[config.mk]
export PLATFORM = sky130hd
export DESIGN_NAME = cache_ctrl_gen_flat
export DESIGN_NICKNAME = d
export VERILOG_FILES = /design/src/rtl/cache_ctrl_gen_if.sv /design/src/rtl/cache_ctrl_gen.sv /design/src/flat_wrapper.sv
export SDC_FILE = /design/constraint.sdc
export NUM_CORES = 1
export LEC_CHECK = 0
export BUFFER_PORTS_ARGS = -buffer_cell sky130_fd_sc_hd__buf_2
export CORE_ASPECT_RATIO = 1.1
export CORE_MARGIN = 1.5
export CORE_UTILIZATION = 55
export DETAILED_ROUTE_END_ITERATION = 8
export GPL_TIMING_DRIVEN = 0
export PLACE_DENSITY = 0.83
export REMOVE_ABC_BUFFERS = 1
export SLEW_MARGIN = 20
export SYNTH_ARGS = -nofsm -noshare
export SYNTH_HDL_FRONTEND = slang
export SYNTH_SLANG_ARGS = --single-unit
[constraint.sdc]
create_clock -name CLK -period 5.2 [get_ports CLK]
set_clock_uncertainty 0.1 [all_clocks]
set_input_delay 1.04 -clock CLK [delete_from_list [all_inputs] [get_ports CLK]]
set_output_delay 1.04 -clock CLK [all_outputs]
set_load 0.01 [all_outputs]
[src/rtl/cache_ctrl_gen_if.sv]
// Memory-side beat bus of the cache controller: the controller is the master,
// the memory (or its model) is the slave.
interface cache_ctrl_gen_if #(
  parameter int unsigned AW = 32,
  parameter int unsigned MW = 8
);
  logic [AW-1:0] MADDR;
  logic          MREQ;
  logic          MWE;
  logic [MW-1:0] MDO;
  logic [MW-1:0] MDI;
  logic          MRDY;

  modport master (output MADDR, MREQ, MWE, MDO, input MDI, MRDY);
  modport slave  (input MADDR, MREQ, MWE, MDO, output MDI, MRDY);
endinterface

[src/rtl/cache_ctrl_gen.sv]
// Write-through cache controller: single-entry request sequencing between a CPU
// port, a cache array port and a narrow beat-oriented memory bus.
module cache_ctrl_gen #(
  parameter int unsigned DW = 32,
  parameter int unsigned MW = 8,
  parameter int unsigned AW = 32
) (
  input  logic            CLK,
  input  logic            RST,
  input  logic            WE,
  input  logic            RREQ,
  input  logic [AW-1:0]   ADDR,
  input  logic [DW-1:0]   DIN,
  input  logic [1:0]      SIZE,
  input  logic            SIGNED,
  input  logic            CHIT,
  input  logic [1:0]      CSIZE,
  input  logic [DW-1:0]   CDOUT,
  output logic            CWE,
  output logic [DW+1:0]   CDIN,
  cache_ctrl_gen_if.master mem,
  output logic [DW-1:0]   DOUT,
  output logic            DONE,
  output logic            ERR,
  output logic            BUSY
);

  localparam int unsigned NB = DW / MW;
  localparam int unsigned BW = (NB > 1) ? $clog2(NB) : 1;
  localparam int unsigned MB = MW / 8;

  typedef enum logic [2:0] {IDLE, LOOKUP, MREAD, FILL, MWRITE, RESP} state_t;

  state_t          state_q, state_d;
  logic [BW-1:0]   beat_q, beat_d;
  logic [AW-1:0]   addr_q, addr_d;
  logic [DW-1:0]   din_q, din_d;
  logic [1:0]      size_q, size_d;
  logic            sgn_q, sgn_d;
  logic            wr_q, wr_d;
  logic [DW-1:0]   asm_q, asm_d;

  logic            cwe_d, mreq_d, mwe_d, done_d, err_d, busy_d;
  logic [DW+1:0]   cdin_d;
  logic [AW-1:0]   maddr_d;
  logic [MW-1:0]   mdo_d;
  logic [DW-1:0]   dout_d;
  logic            bad_c, last_c;

  // Keep the low 8<<sz bits; fill above with the access MSB when signed.
  function automatic logic [DW-1:0] extend(input logic [DW-1:0] x, input logic [1:0] sz,
                                           input logic sgn);
    logic [DW-1:0] r;
    logic          msb;
    int unsigned   nb;
    nb  = 32'd8 << sz;
    msb = 1'b0;
    r   = '0;
    for (int unsigned i = 0; i < DW; i++) if (i == nb - 32'd1) msb = x[i];
    for (int unsigned i = 0; i < DW; i++) r[i] = (i < nb) ? x[i] : (sgn & msb);
    return r;
  endfunction

  function automatic int unsigned beats(input logic [1:0] sz);
    int unsigned b;
    b = 32'd8 << sz;
    return (b > MW) ? b / MW : 32'd1;
  endfunction

  always_comb begin
    case (SIZE)
      2'd1:    bad_c = ADDR[0];
      2'd2:    bad_c = |ADDR[1:0];
      default: bad_c = 1'b0;
    endcase
    if (SIZE == 2'd3 || (32'd8 << SIZE) > DW) bad_c = 1'b1;
  end

  assign last_c = (32'(beat_q) == beats(size_q) - 32'd1);

  always_comb begin
    state_d = state_q;
    beat_d  = beat_q;
    addr_d  = addr_q;
    din_d   = din_q;
    size_d  = size_q;
    sgn_d   = sgn_q;
    wr_d    = wr_q;
    asm_d   = asm_q;
    cwe_d   = 1'b0;
    cdin_d  = CDIN;
    dout_d  = DOUT;
    err_d   = 1'b0;

    case (state_q)
      IDLE: begin
        if (WE || RREQ) begin
          addr_d = ADDR;
          din_d  = DIN;
          size_d = SIZE;
          sgn_d  = SIGNED;
          wr_d   = WE;
          beat_d = '0;
          asm_d  = '0;
          if (bad_c) begin
            state_d = RESP;
            err_d   = 1'b1;
          end else begin
            state_d = LOOKUP;
            if (WE) begin
              cwe_d  = 1'b1;
              cdin_d = {SIZE, extend(DIN, SIZE, 1'b0)};
            end
          end
        end
      end
      // Writes spend this cycle on the cache strobe; reads probe the cache.
      LOOKUP: begin
        if (wr_q) begin
          state_d = MWRITE;
        end else if (CHIT && CSIZE >= size_q) begin
          dout_d  = extend(CDOUT, size_q, sgn_q);
          state_d = RESP;
        end else begin
          state_d = MREAD;
        end
      end
      MREAD: begin
        if (mem.MRDY) begin
          asm_d[32'(beat_q) * MW +: MW] = mem.MDI;
          if (last_c) begin
            state_d = FILL;
            dout_d  = extend(asm_d, size_q, sgn_q);
            cwe_d   = 1'b1;
            cdin_d  = {size_q, extend(asm_d, size_q, sgn_q)};
          end else begin
            beat_d = beat_q + BW'(1);
          end
        end
      end
      FILL: state_d = RESP;
      MWRITE: begin
        if (mem.MRDY) begin
          if (last_c) state_d = RESP;
          else        beat_d  = beat_q + BW'(1);
        end
      end
      RESP:    state_d = IDLE;
      default: state_d = IDLE;
    endcase

    // Bus outputs are registered images of the state being entered.
    mreq_d  = (state_d == MREAD) || (state_d == MWRITE);
    mwe_d   = (state_d == MWRITE);
    maddr_d = addr_d + AW'(beat_d) * AW'(MB);
    mdo_d   = (state_d == MWRITE) ? din_d[32'(beat_d) * MW +: MW] : '0;
    done_d  = (state_d == RESP);
    busy_d  = (state_d != IDLE);
  end

  always_ff @(posedge CLK) begin
    if (RST) begin
      state_q   <= IDLE;
      beat_q    <= '0;
      addr_q    <= '0;
      din_q     <= '0;
      size_q    <= '0;
      sgn_q     <= 1'b0;
      wr_q      <= 1'b0;
      asm_q     <= '0;
      CWE       <= 1'b0;
      CDIN      <= '0;
      mem.MADDR <= '0;
      mem.MREQ  <= 1'b0;
      mem.MWE   <= 1'b0;
      mem.MDO   <= '0;
      DOUT      <= '0;
      DONE      <= 1'b0;
      ERR       <= 1'b0;
      BUSY      <= 1'b0;
    end else begin
      state_q   <= state_d;
      beat_q    <= beat_d;
      addr_q    <= addr_d;
      din_q     <= din_d;
      size_q    <= size_d;
      sgn_q     <= sgn_d;
      wr_q      <= wr_d;
      asm_q     <= asm_d;
      CWE       <= cwe_d;
      CDIN      <= cdin_d;
      mem.MADDR <= maddr_d;
      mem.MREQ  <= mreq_d;
      mem.MWE   <= mwe_d;
      mem.MDO   <= mdo_d;
      DOUT      <= dout_d;
      DONE      <= done_d;
      ERR       <= err_d;
      BUSY      <= busy_d;
    end
  end

endmodule

[src/flat_wrapper.sv]
// flat-port wrapper written by rule: the top's interface ports become plain ports
module cache_ctrl_gen_flat 
#(
  parameter int unsigned DW = 32,
  parameter int unsigned MW = 8,
  parameter int unsigned AW = 32
)
  (CLK, RST, WE, RREQ, ADDR, DIN, SIZE, SIGNED, CHIT, CSIZE, CDOUT, CWE, CDIN, DOUT, DONE, ERR, BUSY, mem_MADDR, mem_MREQ, mem_MWE, mem_MDO, mem_MDI, mem_MRDY);
  cache_ctrl_gen_if #(.AW(AW), .MW(MW)) mem_i ();
  input  logic CLK;
  input  logic RST;
  input  logic WE;
  input  logic RREQ;
  input  logic [AW-1:0] ADDR;
  input  logic [DW-1:0] DIN;
  input  logic [1:0] SIZE;
  input  logic SIGNED;
  input  logic CHIT;
  input  logic [1:0] CSIZE;
  input  logic [DW-1:0] CDOUT;
  output logic CWE;
  output logic [DW+1:0] CDIN;
  output logic [DW-1:0] DOUT;
  output logic DONE;
  output logic ERR;
  output logic BUSY;
  output wire logic [$bits(mem_i.MADDR)-1:0] mem_MADDR;
  output wire logic [$bits(mem_i.MREQ)-1:0] mem_MREQ;
  output wire logic [$bits(mem_i.MWE)-1:0] mem_MWE;
  output wire logic [$bits(mem_i.MDO)-1:0] mem_MDO;
  input wire logic [$bits(mem_i.MDI)-1:0] mem_MDI;
  input wire logic [$bits(mem_i.MRDY)-1:0] mem_MRDY;
  assign mem_MADDR = mem_i.MADDR;
  assign mem_MREQ = mem_i.MREQ;
  assign mem_MWE = mem_i.MWE;
  assign mem_MDO = mem_i.MDO;
  assign mem_i.MDI = mem_MDI;
  assign mem_i.MRDY = mem_MRDY;
  cache_ctrl_gen #(.DW(DW), .MW(MW), .AW(AW)) u_core (.CLK(CLK), .RST(RST), .WE(WE), .RREQ(RREQ), .ADDR(ADDR), .DIN(DIN), .SIZE(SIZE), .SIGNED(SIGNED), .CHIT(CHIT), .CSIZE(CSIZE), .CDOUT(CDOUT), .CWE(CWE), .CDIN(CDIN), .mem(mem_i), .DOUT(DOUT), .DONE(DONE), .ERR(ERR), .BUSY(BUSY));
endmodule
==> qor.yml <==
power:
  power_frac_comb_pct: 40.3
  p_clk_share_pct: 23.8
  p_per_area_nw_per_um2: 535
  power_switching_share_pct: 38.9
  p_int_mw: 3.99
  p_seq_share_pct: 36.0
  p_leak_nw: 5.09
  power_switching_mw: 2.53
  vdd_drop_max_mv: 0.466
floorplan:
  die_y_um: 145
  start_util_pct: 56.8
  fp.dieW_um: 133
  core_area_um2: 17900
  rows: 51
  num_io_pins: 227
  die_area_um2: 19300
logic_synthesis:
  synth_cell_types: 75
  synth.top_cells.by_area: "dfxtp_1 (43%), nor2_1 (7.4%), a21oi_1 (4.8%)"
  yosys_warnings: 0
  synthArstFlopShare_pct: 0
  syn_area_um2: 10100
  synth_edf_count: 0
  yosys_register_bits: 217
  seq_area_frac_synth_pct: 42.8
  syn_avg_cell_area_um2: 8.35
  synth.top_cell.area_share_pct: 42.8
  synthCells: 1215
  yosysTopAreaCell: "dfxtp_1"
  synth_flop_cell: "dfxtp_1"
worst_setup_path:
  required_ns: 5.51
  end_kind: "flip-flop"
  crit_chain: "or3_4 -> nor2_8 -> a311oi_2 -> o21bai_2 -> ha_1 -> a21oi_1 -> nor4_2 -> o211ai_1 -> o31a_1 -> nor3_1"
  crit_slowest_cell: "nor2_8"
  critPathLaunch: "u_core.state_q[2]$_SDFF_PP0_"
  cp.depth: 10
  crit_buf_inv: 0
  r2r-start: "u_core.state_q[2]$_SDFF_PP0_"
  critical_path.startpoint_type: "flip-flop"
  crit_family: "simple AND/OR/NAND/NOR gates"
  critical_path.max_stage_delay_ns: 0.75
  cp_max_fo: 62
  critPathArrivalTime_ns: 5.02
  crit_type: "flip-flop to flip-flop"
  r2r_cells: 10
detailed_routing:
  viasPerCell: 5.92
  drc: 0
  final_antenna_net_count: 0
  dr.first_iter.drc_count: 988
  via_count: 9788
  wire_per_inst_um: 17.9
  drtPass1Iterations: 6
  drt_wl_total_um: 29500
timing:
  tightest_slew_ns: 1.06
  slew_viol_final: 0
  max_freq_mhz: 213
  hold_viol: 0
  hold_slack_ns: 0.353
  rsz0062_at_grt: "false"
  finalSetupViolCount: 0
  fin_crit_sh_pct: 90.4
  period_minus_slack_ns: 4.70
  relSlewSlack_pct: 29.3
  finalSetupTns_ns: 0
status:
  status: "completed"
hold_path:
  hold_path_depth: 2
  hold_class: "flip-flop to flip-flop"
  min_from: "u_core.asm_q[18]$_SDFFE_PP0P_"
cells_and_area:
  drive_gt1_share_pct: 21.8
  finish.utilization_pct: 68.2
  area_growth_pct: 20.1
  n_fill_cell: 1503
  final_net_count: 1522
grt:
  grt_pass1_wl_um: 46700
  grt_max_degree: 123
  overflow: 0
  antenna_found_initial: 6
  grt_use_total_pct: 29.3
  first_global_vias: 9131
clock_tree:
  cts_tree: "done"
  cts.sinks: 217
  clock_path_buffers: 3
  cts_buffers: 23
  insertion_delay_ns: 0.51
  cts.reportedPaths.clkPinSlew_ns: 0.06
  cts-htree-levels: 1
  cts_hold_buf: 0
  clockRootBuffer: "clkbuf_16"
flow_run:
  max_cap_viol_count: 0
placed_design:
  io_buffers: 226
  dp_hpwl_um: 20200
  place_congestion: 0.885
cell usage after synthesis (5+ instances only):
master    count
a211oi_1     63
a21oi_1      97
a22oi_1      37
a31oi_1       5
and2_1       19
and3_1       16
buf_1         5
buf_2        17
clkbuf_1     55
dfxtp_1     217
ha_1         14
inv_1        11
mux2_2        5
mux2i_1      43
nand2_1     118
nand3_1      12
nand4_1       5
nor2_1      200
nor2b_1      38
nor3_1       57
nor4_1       12
o211ai_1     14
o21ai_0      28
o221ai_1      9
o22ai_1       9
o31a_1        9
o31ai_1       9
xnor2_1      11
tightest hold or removal path, delay by kind of cell, from the launching register on:
family	cells	cell delay (ns)
DFF	1	0.31
and+or+nand+nor	1	0.05
AOI/OAI and AO/OA	1	0.05
logic make-up after synthesis:
kind of cell	synth area share (%)
buffers and inverters	4.20
adders and majority gates	1.92
and+or+nand+nor	24.1
DFF	42.8
xor gates and xnor gates	1.45
AOI/OAI and AO/OA	20.7
muxes	4.80
per-layer routing:
layer / global-route usage (%) / wire [um]
met4: 12.4 / 942
met1: 38.0 / 12100
met3: 4.46 / 2400
met5: 0 / 0
met2: 48.8 / 14100
final timing paths:
check | end | slack (ns)
worst max-delay path | u_core.mem.MADDR[27]$_SDFF_PP0_ | 0.50
worst min-delay path | u_core.asm_q[18]$_SDFFE_PP0P_ | 0.35
worst max register to register | u_core.mem.MADDR[27]$_SDFF_PP0_ | 0.50
worst min register to register | u_core.asm_q[18]$_SDFFE_PP0P_ | 0.35
cell usage in the layout, fill, tap and decap left out, types with 4 or more instances in the layout:
cell type  count
mux2i_1       43
nand2_1      118
diode_2        7
clkbuf_16     23
clkbuf_8       5
nand3_1       12
a21oi_1       96
a22oi_1       37
buf_16         4
and3_1        16
o31a_1         9
o22ai_1        9
buf_8          4
nor2b_1       38
ha_1          14
inv_1         11
dfxtp_1      216
xor2_1         4
o221ai_1       9
mux2_2         5
nor3_1        56
xnor2_1       11
a211oi_1      63
o21ai_0       28
and2_1        19
nor4_1        12
o31ai_1        9
a31oi_1        5
nand2b_1       4
buf_2        225
clkinv_2       6
nor2_1       198
nand4_1        5
clkbuf_1       5
o211ai_1      14
power groups by stage:
| stage | Clock [mW] | Combinational [mW] | Sequential, mW |
|---|---|---|---|
| global placement | 0 | 2.41 | 2.38 |
| detailed placement | 0 | 2.58 | 2.37 |
| floorplan | 0 | 1.55 | 2.47 |
| finish | 1.55 | 2.63 | 2.35 |
| global route | 1.64 | 2.87 | 2.39 |
| CTS | 1.56 | 2.60 | 2.34 |
stage by stage:
stage	instances	instance area (um^2)	worst slack [ns]	total power, mW
global route	1652	12200	0.118	6.90
global placement	1594	11200	-1.02	4.79
finish	1653	12200	0.498	6.52
detailed placement	1603	11400	-0.181	4.95
floorplan	1130	9760	0.490	4.02
CTS	1644	12100	0.274	6.50
sequential cells by signal (all words and copies together) (netlist names), 3 cells and up:
name,count
u_core.CDIN,34
u_core.DOUT,32
u_core.addr_q,32
u_core.asm_q,32
u_core.din_q,32
u_core.mem.MADDR,32
u_core.mem.MDO,8
u_core.state_q,3
timing repair:
item,in CTS,in global routing
endpoints found under the hold margin,0,0
resized for setup,0,0
setup endpoints to repair,0,4
buffers inserted,0,2
final cells by class:
class                           instances  area (um^2)  share of cell area (%)
Clock inverter                          8         45.0                   0.370
Tap cell                              238          298                    2.44
Antenna cell                            7         17.5                   0.144
Multi-Input combinational cell        902         5440                    44.6
Inverter                               11         41.3                   0.339
Clock buffer                           33          663                    5.44
Sequential cell                       217         4350                    35.6
Timing Repair Buffer                  237         1340                    11.0
(Power assumes the default switching activity.)
